[config.mk]
export PLATFORM = sky130hd
export DESIGN_NAME = gb_vram_arbiter_flat
export DESIGN_NICKNAME = d
export VERILOG_FILES = /design/src/rtl/gb_vram_arbiter_pkg.sv /design/src/rtl/gb_vram_arbiter_if.sv /design/src/rtl/gb_vram_arbiter_rr_pick.sv /design/src/rtl/gb_vram_arbiter.sv /design/src/flat_wrapper.sv
export SDC_FILE = /design/constraint.sdc
export NUM_CORES = 1
export LEC_CHECK = 0
export ABC_AREA = 1
export BUFFER_PORTS_ARGS = -buffer_cell sky130_fd_sc_hd__buf_4
export CORE_UTILIZATION = 47
export DETAILED_ROUTE_END_ITERATION = 10
export PLACE_DENSITY = 0.93
export SYNTH_ARGS = -nofsm -noshare
export SYNTH_HDL_FRONTEND = slang
export SYNTH_SLANG_ARGS = --single-unit
[constraint.sdc]
create_clock -name clk -period 5.2 [get_ports clk]
set_clock_uncertainty 0.15 [all_clocks]
set_input_delay 0 -clock clk [delete_from_list [all_inputs] [get_ports clk]]
set_output_delay 0 -clock clk [all_outputs]
set_load 0.005 [all_outputs]
[src/rtl/gb_vram_arbiter_pkg.sv]
// Shared constants and types for the Game Boy VRAM arbiter slice.
package gb_arb_pkg;

   localparam int NREQ_DEF = 3;
   localparam int AW_DEF   = 13;
   localparam int DW_DEF   = 8;

   // Requester slots; slot 0 is the real-time PPU fetcher.
   localparam int REQ_PPU  = 0;
   localparam int REQ_CPU  = 1;
   localparam int REQ_HPS  = 2;

   localparam int IDX_W_DEF = $clog2(NREQ_DEF);

   // Read-return tag for the default requester count.
   typedef struct packed {
      logic                 valid;
      logic [IDX_W_DEF-1:0] idx;
   } rd_tag_t;

   // Next round-robin start after requester w (w >= 1) is served; wraps to 1.
   function automatic int rr_next(input int w, input int nreq);
      return (w == nreq - 1) ? 1 : w + 1;
   endfunction

endpackage

[src/rtl/gb_vram_arbiter_if.sv]
// Requester-side bus of the VRAM arbiter: flattened request lanes plus
// grant and read-return strobes.
interface gb_vram_if
   import gb_arb_pkg::*;
#(
   parameter int NREQ = NREQ_DEF,
   parameter int AW   = AW_DEF,
   parameter int DW   = DW_DEF
) ();

   logic [NREQ-1:0]    req;
   logic [NREQ-1:0]    we;
   logic [NREQ*AW-1:0] addr;
   logic [NREQ*DW-1:0] wdata;
   logic [NREQ-1:0]    gnt;
   logic [NREQ-1:0]    rvalid;
   logic [DW-1:0]      rdata;

   modport master (output req, we, addr, wdata, input gnt, rvalid, rdata);
   modport slave  (input req, we, addr, wdata, output gnt, rvalid, rdata);

endinterface

[src/rtl/gb_vram_arbiter_rr_pick.sv]
// Rotating-priority picker over slots 1..N-1, starting at ptr and wrapping
// back to 1. Slot 0 never takes part; win[0] is always 0.
module gb_rr_pick
   import gb_arb_pkg::*;
#(
   parameter int N  = NREQ_DEF,
   parameter int PW = $clog2(N)
) (
   input  logic [N-1:1] mask,
   input  logic [PW-1:0] ptr,
   output logic [N-1:0] win
);

   logic found;

   // Scan ptr..N-1 first, then 1..ptr-1; first set mask bit wins.
   always_comb begin
      win   = '0;
      found = 1'b0;
      for (int j = 1; j < N; j++) begin
         if (!found && (j >= int'(ptr)) && mask[j]) begin
            win[j] = 1'b1;
            found  = 1'b1;
         end
      end
      for (int j = 1; j < N; j++) begin
         if (!found && (j < int'(ptr)) && mask[j]) begin
            win[j] = 1'b1;
            found  = 1'b1;
         end
      end
   end

endmodule

[src/rtl/gb_vram_arbiter.sv]
// Single-port VRAM arbiter: PPU (slot 0) has fixed priority, the other
// requesters rotate, and a per-requester wait counter forces a win once a
// requester has waited STARVE_LIMIT cycles. One access per cycle, reads
// return in accept order after 1+RD_LAT cycles.
module gb_vram_arbiter
   import gb_arb_pkg::*;
#(
   parameter int NREQ         = NREQ_DEF,
   parameter int AW           = AW_DEF,
   parameter int DW           = DW_DEF,
   parameter int RD_LAT       = 1,
   parameter int STARVE_LIMIT = 8
) (
   input  logic          clk,
   input  logic          reset_n,
   gb_vram_if.slave      bus,
   output logic          mem_cs,
   output logic          mem_we,
   output logic [AW-1:0] mem_addr,
   output logic [DW-1:0] mem_wdata,
   input  logic [DW-1:0] mem_rdata
);

   localparam int IW = $clog2(NREQ);
   localparam int CW = $clog2(STARVE_LIMIT + 1);

   typedef struct packed {
      logic          valid;
      logic [IW-1:0] idx;
   } tag_t;

   logic [IW-1:0]   rr_ptr;
   logic [CW-1:0]   cnt [1:NREQ-1];
   logic [NREQ-1:1] urg_mask;
   logic [NREQ-1:0] urg_win;
   logic [NREQ-1:0] norm_win;
   logic [NREQ-1:0] gnt_c;
   logic            acc;
   logic [IW-1:0]   win_idx;
   logic            win_we;
   logic [AW-1:0]   win_addr;
   logic [DW-1:0]   win_wdata;
   logic [IW-1:0]   issue_idx_p0;
   tag_t            rd_tag_p [RD_LAT];
   tag_t            tag_out;
   logic [NREQ-1:0] rvalid_c;
   logic [DW-1:0]   rdata_c;

   // A requester is urgent only while it still requests and has saturated.
   always_comb begin
      urg_mask = '0;
      for (int i = 1; i < NREQ; i++) begin
         urg_mask[i] = bus.req[i] && (cnt[i] == CW'(STARVE_LIMIT));
      end
   end

   gb_rr_pick #(.N(NREQ), .PW(IW)) u_pick_urg (
      .mask (urg_mask),
      .ptr  (rr_ptr),
      .win  (urg_win)
   );

   gb_rr_pick #(.N(NREQ), .PW(IW)) u_pick_norm (
      .mask (bus.req[NREQ-1:1]),
      .ptr  (rr_ptr),
      .win  (norm_win)
   );

   // Grant priority: urgent rotating winner, then PPU, then rotating winner.
   always_comb begin
      gnt_c = '0;
      if (!reset_n) begin
         gnt_c = '0;
      end else if (|urg_mask) begin
         gnt_c = urg_win;
      end else if (bus.req[REQ_PPU]) begin
         gnt_c[REQ_PPU] = 1'b1;
      end else begin
         gnt_c = norm_win;
      end
   end

   assign bus.gnt = gnt_c;

   // Encode the one-hot winner and select its request lane.
   always_comb begin
      acc     = |gnt_c;
      win_idx = '0;
      for (int i = 0; i < NREQ; i++) begin
         if (gnt_c[i]) win_idx = IW'(i);
      end
      win_we    = bus.we[win_idx];
      win_addr  = bus.addr[int'(win_idx)*AW +: AW];
      win_wdata = bus.wdata[int'(win_idx)*DW +: DW];
   end

   // Rotation pointer advances past rotating winners; wait counters saturate.
   always_ff @(posedge clk or negedge reset_n) begin
      if (!reset_n) begin
         rr_ptr <= IW'(1);
         for (int i = 1; i < NREQ; i++) cnt[i] <= '0;
      end else begin
         if (acc && (win_idx != IW'(REQ_PPU))) begin
            rr_ptr <= IW'(rr_next(int'(win_idx), NREQ));
         end
         for (int i = 1; i < NREQ; i++) begin
            if (!bus.req[i] || gnt_c[i]) begin
               cnt[i] <= '0;
            end else if (cnt[i] != CW'(STARVE_LIMIT)) begin
               cnt[i] <= cnt[i] + CW'(1);
            end
         end
      end
   end

   // ---- stage p0: registered memory command for the accepted request ----
   // Drive the memory port in the cycle after each accept.
   always_ff @(posedge clk or negedge reset_n) begin
      if (!reset_n) begin
         mem_cs       <= 1'b0;
         mem_we       <= 1'b0;
         mem_addr     <= '0;
         mem_wdata    <= '0;
         issue_idx_p0 <= '0;
      end else begin
         mem_cs <= acc;
         mem_we <= acc && win_we;
         if (acc) begin
            mem_addr     <= win_addr;
            mem_wdata    <= win_wdata;
            issue_idx_p0 <= win_idx;
         end
      end
   end

   // ---- stages p1..p(RD_LAT): read tags travel with the memory latency ----
   // Shift read tags so each lands on the cycle its data leaves the memory.
   always_ff @(posedge clk or negedge reset_n) begin
      if (!reset_n) begin
         for (int s = 0; s < RD_LAT; s++) rd_tag_p[s] <= '0;
      end else begin
         rd_tag_p[0] <= '{valid: mem_cs && !mem_we, idx: issue_idx_p0};
         for (int s = 1; s < RD_LAT; s++) rd_tag_p[s] <= rd_tag_p[s-1];
      end
   end

   assign tag_out = rd_tag_p[RD_LAT-1];

   // Steer the returning data to its requester; bus idles at zero otherwise.
   always_comb begin
      rvalid_c = '0;
      rdata_c  = '0;
      if (tag_out.valid) begin
         rvalid_c[tag_out.idx] = 1'b1;
         rdata_c               = mem_rdata;
      end
   end

   assign bus.rvalid = rvalid_c;
   assign bus.rdata  = rdata_c;

endmodule

[src/flat_wrapper.sv]
// flat-port wrapper written by rule: the top's interface ports become plain ports
module gb_vram_arbiter_flat import gb_arb_pkg::*;
#(
   parameter int NREQ         = NREQ_DEF,
   parameter int AW           = AW_DEF,
   parameter int DW           = DW_DEF,
   parameter int RD_LAT       = 1,
   parameter int STARVE_LIMIT = 8
)
  (clk, reset_n, mem_cs, mem_we, mem_addr, mem_wdata, mem_rdata, bus_req, bus_we, bus_addr, bus_wdata, bus_gnt, bus_rvalid, bus_rdata);
  gb_vram_if #(.NREQ(NREQ), .AW(AW), .DW(DW)) bus_i ();
  input  logic clk;
  input  logic reset_n;
  output logic mem_cs;
  output logic mem_we;
  output logic [AW-1:0] mem_addr;
  output logic [DW-1:0] mem_wdata;
  input  logic [DW-1:0] mem_rdata;
  input wire logic [$bits(bus_i.req)-1:0] bus_req;
  input wire logic [$bits(bus_i.we)-1:0] bus_we;
  input wire logic [$bits(bus_i.addr)-1:0] bus_addr;
  input wire logic [$bits(bus_i.wdata)-1:0] bus_wdata;
  output wire logic [$bits(bus_i.gnt)-1:0] bus_gnt;
  output wire logic [$bits(bus_i.rvalid)-1:0] bus_rvalid;
  output wire logic [$bits(bus_i.rdata)-1:0] bus_rdata;
  assign bus_i.req = bus_req;
  assign bus_i.we = bus_we;
  assign bus_i.addr = bus_addr;
  assign bus_i.wdata = bus_wdata;
  assign bus_gnt = bus_i.gnt;
  assign bus_rvalid = bus_i.rvalid;
  assign bus_rdata = bus_i.rdata;
  gb_vram_arbiter #(.NREQ(NREQ), .AW(AW), .DW(DW), .RD_LAT(RD_LAT), .STARVE_LIMIT(STARVE_LIMIT)) u_core (.clk(clk), .reset_n(reset_n), .bus(bus_i), .mem_cs(mem_cs), .mem_we(mem_we), .mem_addr(mem_addr), .mem_wdata(mem_wdata), .mem_rdata(mem_rdata));
endmodule
==> flow_metrics.env, run 1 <==
export IMPL_io_buffers=115
export IMPL_worst_setup_path_type="flop to flop"
export IMPL_vias_per_cell=5.51
export IMPL_synthAdderAreaFrac_pct=2.16
export IMPL_finalNonFillerCells=537
export IMPL_die_w_um=72.3
export IMPL_multi_input_area_um2=1140
export IMPL_clkPwrFrac_pct=30.8
export IMPL_rows=25
export IMPL_track_usage_pct=34.0
export IMPL_die_area_um2=5230
export IMPL_synth_edf_count=0
export IMPL_gp_congestion=0.856
export IMPL_hold_path_class="primary input to output port"
export IMPL_clockRootBuffer="clkbuf_8"
export IMPL_cts_inserted_buffers=5
export IMPL_start_util_pct=49.2
export IMPL_critPathMaxFanout=28
export IMPL_synth_seq_area_share_pct=41.0
export IMPL_ys_warnings_count=0
export IMPL_yosysTopAreaCell="dfrtp_1"
export IMPL_syn_num_nets=397
export IMPL_cts_max_level=2
export IMPL_clkSinkCount=38
export IMPL_cp_data_required_time_ns=5.23
export IMPL_first_iter_violations=295
export IMPL_p_leak_uw=0.00207
export IMPL_p_sw_share_pct=29.3
export IMPL_synthXorXnorAreaFrac_pct=1.51
export IMPL_clock_path_buffers=2
export IMPL_yosys_area_share_simple_pct=44.0
export IMPL_netlist_area_leader_share_pct=39.9
export IMPL_grt_antenna_before_repair=1
export IMPL_synth_top_family_by_area="simple AND/OR/NAND/NOR gates"
export IMPL_die_y_um=72.3
export IMPL_grt_max_degree=63
export IMPL_design_power_total_uw=1030
export IMPL_core_um2=4720
export IMPL_synth_area_um2=2320
export IMPL_placed_cells=476
export IMPL_intPower_uw=725
export IMPL_crit_arrival_ns=4.29
export IMPL_worst_pin_slew_ns=0.974
export IMPL_drive_above_1_share_pct=29.0
export IMPL_io_pins=116
export IMPL_wl_per_cell_um=16.0
export IMPL_clock_latency_ns=0.30
export IMPL_hpwlAfterDp_um=4570
export IMPL_tns_ns=0
export IMPL_fin_crit_sh_pct=81.9
export IMPL_grt_pass1_vias=3015
export IMPL_register_area_um2=952
export IMPL_dr_total_vias=2957
export IMPL_cp_end_kind="flop"
export IMPL_fin_nets=551
export IMPL_max_cap_violations=0
export IMPL_antenna_left=0
export IMPL_synthTopCellsByArea="dfrtp_1, nand2_1, nand3_1"
export IMPL_syn_inst=314
export IMPL_drv_slew=0
export IMPL_cts_setup_buffers=0
export IMPL_ys_async_sr_fraction_pct=100
export IMPL_hold_ws_ns=0.0981
export IMPL_wl_um=8570
export IMPL_synth_compound_area_share_pct=1.29
export IMPL_synth_mux_area_share_pct=0
export IMPL_synth_cell_types=28
export IMPL_clkTransAtPathRegs_ns=0.07
export IMPL_syn2layout_area_growth_pct=64.1
export IMPL_drc=0
export IMPL_grt_pass1_wl_um=13400
export IMPL_syn_avg_cell_area_um2=7.40
export IMPL_pwr_share_seq_pct=37.8
export IMPL_period_needed_ns=4.26
export IMPL_grt_overflow=0
export IMPL_rsz0062_at_grt="false"
export IMPL_max_slew_margin_pct=34.9
export IMPL_synth_flop_cell="dfrtp_1"
export IMPL_n_fill_cell=276
export IMPL_p_sw_uw=300
export IMPL_worstSetupStartpointType="flop"
export IMPL_cts_tree="done"
export IMPL_status="complete, no violations"
export IMPL_power_frac_comb_pct=31.5
export IMPL_finalHoldViolations=0
export IMPL_first_pass_iters=5
export IMPL_ys_seq_elements=38
export IMPL_fmax_ghz=0.235
export IMPL_vdd_drop_max_v=0.000159
export IMPL_setup_violations=0
export IMPL_power_density_nw_per_um2=269
what timing repair did:
| action | in CTS | in global routing |
|---|---|---|
| hold buffers | 52 | 0 |
| gates resized for setup | 0 | 0 |
| endpoints found under the hold margin | 67 | 0 |
logic make-up (layout without fill, tap and decap cells):
family                     Yosys count  after routing
and+or+nand+nor                    214            214
buffers and inverters               49            204
DFF                                 38             38
AOI/OAI and AO/OA                    5              5
adders and majority gates            4              4
xor gates and xnor gates             4              4
other                                0              1
flip-flops by register name (all words and copies together), names as in the netlist:
signal,flops
u_core.rd_tag_p,3
u_core.rr_ptr,2
u_core.mem_addr,13
u_core.mem_we,1
u_core.mem_cs,1
u_core.mem_wdata,8
u_core.issue_idx_p0,2
u_core.cnt,8
critical path, cell delays in order (launching register included):
cell	delay, ns
dfrtp_1	0.41
inv_1	0.09
ha_1	0.19
nand2_1	0.11
nor2_4	0.07
nand2_2	0.11
nand3_1	0.69
nand3_4	0.66
inv_1	0.21
nand2_1	0.10
nand2_1	0.05
dlygate4sd3_1	0.55
nor2_1	0.10
dlygate4sd3_1	0.59
nor2_1	0.05
power by group through the flow:
stage	Combinational [uW]	Sequential, uW	Clock, uW
2_1_floorplan	120	381	0
3_3_place_gp	247	387	0
3_5_place_dp	258	388	0
4_1_cts	306	383	312
5_1_grt	351	390	326
6_report	322	388	315
cell type report:
type,instances,area share [%]
sequential,38,25.0
tap,67,2.20
clock inverter,2,1.58
clock buffer,6,2.17
multi-input combinational,227,29.8
inverter,29,2.86
antenna,1,0.0657
timing repair buffer,167,36.3
metal layers:
layer,share of wire (%),track usage (%)
met1,36,36.5
met2,49,59.7
met3,9.5,9.17
met4,5.3,20.0
met5,0,0
cell usage in the layout, fill, tap and decap left out:
cell type and count:
diode_2 1, o31ai_1 2, nand3_4 3, nor2_4 1, nor3_1 3, nand3_2 1
dlygate4sd3_1 52, clkbuf_8 6, a21oi_1 1, inv_2 3, bufinv_16 2, nor3b_1 1
buf_4 115, nand4_4 1, nor2_1 12, nand2_4 1, ha_1 4, inv_1 26
dfrtp_1 37, nand2_1 117, nand4_1 24, o21ai_0 2, or2_1 3, nand2_2 2
xnor2_1 2, dfstp_2 1, xor2_1 2, or2_0 1, nand3_1 44
cells in the mapped netlist, types with 3 or more instances:
cell and count:
nand2_1 117, nand3_1 44, dfrtp_1 37, inv_1 26, nand4_1 24, nor2_1 12, buf_2 10, buf_4 4
ha_1 4, buf_6 3, clkbuf_1 3, inv_2 3, nand3_4 3, nor3_1 3, or2_1 3
path summary, 6_finish.rpt:
check | cells past startpoint | start | endpoint | slack, ns
setup / recovery | 14 | u_core.cnt[0] | u_core.mem_we | 0.94
hold / removal | 4 | mem_rdata[6] | bus_rdata[6] | 0.1
setup reg to reg | 14 | u_core.cnt[0] | u_core.mem_we | 0.94
hold reg to reg | 0 | u_core.issue_idx_p0[1] | u_core.rd_tag_p[1] | 0.24
max in group asynchronous | 2 | reset_n | u_core.mem_addr[9] | 4.27
min in group asynchronous | 2 | reset_n | u_core.mem_wdata[5] | 0.16
stage by stage:
stage / area [um2] / setup slack, ns / utilization [%]
2_1_floorplan: 2320 / 3.34 / -
3_3_place_gp: 3140 / 2.01 / 66.6
3_5_place_dp: 3140 / 1.82 / 66.6
4_1_cts: 3810 / 1.11 / 80.6
5_1_grt: 3810 / 0.712 / 80.7
6_report: 3810 / 0.942 / 80.7
Note: power is estimated with default switching activity, not from simulation.
==> inputs of run 2 (changes only) <==
--- a/config.mk
+++ b/config.mk
@@ -7,9 +7,9 @@
 export LEC_CHECK = 0
 export ABC_AREA = 1
 export BUFFER_PORTS_ARGS = -buffer_cell sky130_fd_sc_hd__buf_4
-export CORE_UTILIZATION = 47
+export CORE_UTILIZATION = 46
 export DETAILED_ROUTE_END_ITERATION = 10
-export PLACE_DENSITY = 0.93
+export PLACE_DENSITY = 0.91
 export SYNTH_ARGS = -nofsm -noshare
 export SYNTH_HDL_FRONTEND = slang
 export SYNTH_SLANG_ARGS = --single-unit
==> constraint.sdc (replaced) <==
create_clock -name clk -period 4.3 [get_ports clk]
set_clock_uncertainty 0.15 [all_clocks]
set_input_delay 0 -clock clk [delete_from_list [all_inputs] [get_ports clk]]
set_output_delay 0 -clock clk [all_outputs]
set_load 0.005 [all_outputs]
==> run 2 against run 1 <==
Against the previous run:
- sequential cell count unchanged
- clock-buffer cell count shrank 1
- clock power rose by 18%
- sequential power grew 20%
- non-clock buffer count is 1 higher
- final area stayed put
- hold slack gained 0.0036 ns
- die area is 2.1% higher
- highest routed layer unchanged
- routed wire length is 4.7% lower
==> flow_metrics.env, run 2 (synthesis results as in run 1) <==
export IMPL_syn2layout_area_growth_pct=64.1
export IMPL_worstSetupStartpointType="flop"
export IMPL_hp_start="mem_rdata[1]"
export IMPL_setup_violations=0
export IMPL_largest_reg_flops=13
export IMPL_grt_pass1_wl_um=12700
export IMPL_final_cell_mix="nand2_1, buf_4, dlygate4sd3_1, nand3_1, dfrtp_1"
export IMPL_grt_antenna_before_repair=0
export IMPL_r2r_end="u_core.mem_we"
export IMPL_worst_pin_slew_ns=0.792
export IMPL_tns_ns=0
export IMPL_final_common_cell="nand2_1"
export IMPL_wl_um=8170
export IMPL_vias_per_cell=5.36
export IMPL_first_pass_iters=5
export IMPL_antenna_left=0
export IMPL_rsz0062_at_grt="false"
export IMPL_place_ws_ns=1.59
export IMPL_crit_arrival_ns=3.97
export IMPL_reg2reg_depth=14
export IMPL_vdd_drop_max_v=0.000295
export IMPL_setup_ws_ns=0.417
export IMPL_dr_total_vias=2876
export IMPL_wl_per_cell_um=15.2
export IMPL_critPathMaxFanout=32
export IMPL_io_buffers=115
export IMPL_top_register="u_core.mem_addr"
export IMPL_drc=0
export IMPL_io_pins=116
export IMPL_die_area_um2=5340
export IMPL_cts_tree="done"
export IMPL_hold_depth=4
export IMPL_holdPathEnd="bus_rdata[1]"
export IMPL_clockRootBuffer="clkbuf_8"
export IMPL_finish_utilization_pct=79.6
export IMPL_num_antenna_cells=0
export IMPL_track_usage_pct=31.8
export IMPL_max_cap_violations=0
export IMPL_p_leak_uw=0.00207
export IMPL_grt_pass1_vias=2844
export IMPL_drive_above_1_share_pct=29.1
export IMPL_clkSinkCount=38
export IMPL_hpwlAfterDp_um=4750
export IMPL_max_slew_margin_pct=47.1
export IMPL_status="complete, no violations"
export IMPL_fin_nets=552
export IMPL_cp_end_kind="flop"
export IMPL_drv_slew=0
export IMPL_fmax_ghz=0.258
export IMPL_worst_setup_path_type="flop to flop"
export IMPL_hold_path_class="primary input to output port"
export IMPL_die_w_um=73.1
export IMPL_clock_latency_ns=0.30
export IMPL_cts_inserted_buffers=5
export IMPL_rrSetupSlack_ns=0.42
export IMPL_die_y_um=73.1
export IMPL_reg_largest_list="u_core.mem_addr (13), u_core.cnt (8), u_core.mem_wdata (8)"
export IMPL_fin_crit_sh_pct=90.3
export IMPL_cp_data_required_time_ns=4.39
export IMPL_finalHoldViolations=0
export IMPL_rows=25
export IMPL_cts_max_level=2
export IMPL_reg2reg_from="u_core.cnt[0]"
export IMPL_first_iter_violations=208
export IMPL_core_um2=4790
export IMPL_gp_congestion=0.850
export IMPL_grt_overflow=0
export IMPL_start_util_pct=48.5
export IMPL_clkTransAtPathRegs_ns=0.08
export IMPL_period_needed_ns=3.88
export IMPL_power_density_nw_per_um2=320
export IMPL_hold_ws_ns=0.102
export IMPL_clock_path_buffers=2
export IMPL_postCtsResizedCells=0
export IMPL_grt_max_degree=63
export IMPL_critPathLaunch="u_core.cnt[0]"
run 2: cell count changes in the layout (fill, tap and decap cells not counted):
| cell | before | now |
|---|---|---|
| diode_2 | 1 | 0 |
| clkinv_4 | 0 | 1 |
| buf_4 | 115 | 116 |
| clkbuf_8 | 6 | 5 |
run 2: how the worst max path moves through the flow:
stage | endpoint | slack, ns | cells past startpoint
floorplan | u_core.mem_addr[8] | 2.44 | 13
global placement | u_core.mem_we | 1.69 | 12
detailed placement | u_core.mem_addr[9] | 1.59 | 11
CTS | u_core.mem_we | 0.52 | 14
global route | u_core.mem_we | 0.20 | 14
finish | u_core.mem_we | 0.42 | 14
run 2: final cells by class:
class / count / area [um2]
Clock buffer: 5 / 68.8
Clock inverter: 3 / 68.8
Fill cell: 306 / 976
Inverter: 29 / 109
Multi-Input combinational cell: 227 / 1140
Sequential cell: 38 / 952
Tap cell: 67 / 83.8
Timing Repair Buffer: 168 / 1390
run 2: metrics by stage:
| step | total power [uW] | instance area, um2 | instances |
|---|---|---|---|
| 6_report | 1220 | 3810 | 537 |
| 5_1_grt | 1280 | 3810 | 537 |
| 4_1_cts | 1200 | 3810 | 537 |
| 3_5_place_dp | 782 | 3150 | 477 |
| 3_3_place_gp | 769 | 3150 | 477 |
| 2_1_floorplan | 606 | 2320 | 314 |
run 2: repair_timing:
item | in CTS | in global routing
endpoints found under the hold margin | 67 | 0
hold buffers | 52 | 0
setup buffers | 0 | 0
run 2: layer usage:
layer,vias to the layer above,part of all wire [%],GRT usage (%)
li1,1319,-,-
met1,1336,36,33.6
met2,183,51,59.6
met3,38,8.6,7.32
met4,0,4.0,14.4
met5,-,0,0
run 2: worst max-delay path, cell delays in order, from the launching register on:
cell and delay [ns]:
dfrtp_1 0.41, inv_1 0.09, ha_1 0.15, nand2_1 0.08, nor2_4 0.14, nand2_1 0.11, nand2_2 0.13, nand3_4 0.33
inv_1 0.75, nand2_1 0.11, nand2_1 0.12, dlygate4sd3_1 0.57, nor2_1 0.04, dlygate4sd3_1 0.54, nor2_1 0.08
run 2: where the power goes:
part / internal (uW) / leakage (uW) / switching, uW
Clock: 232 / 0.0000683 / 138
Sequential: 420 / 0.000479 / 46.2
Combinational: 211 / 0.00152 / 172
Total: 863 / 0.00207 / 356
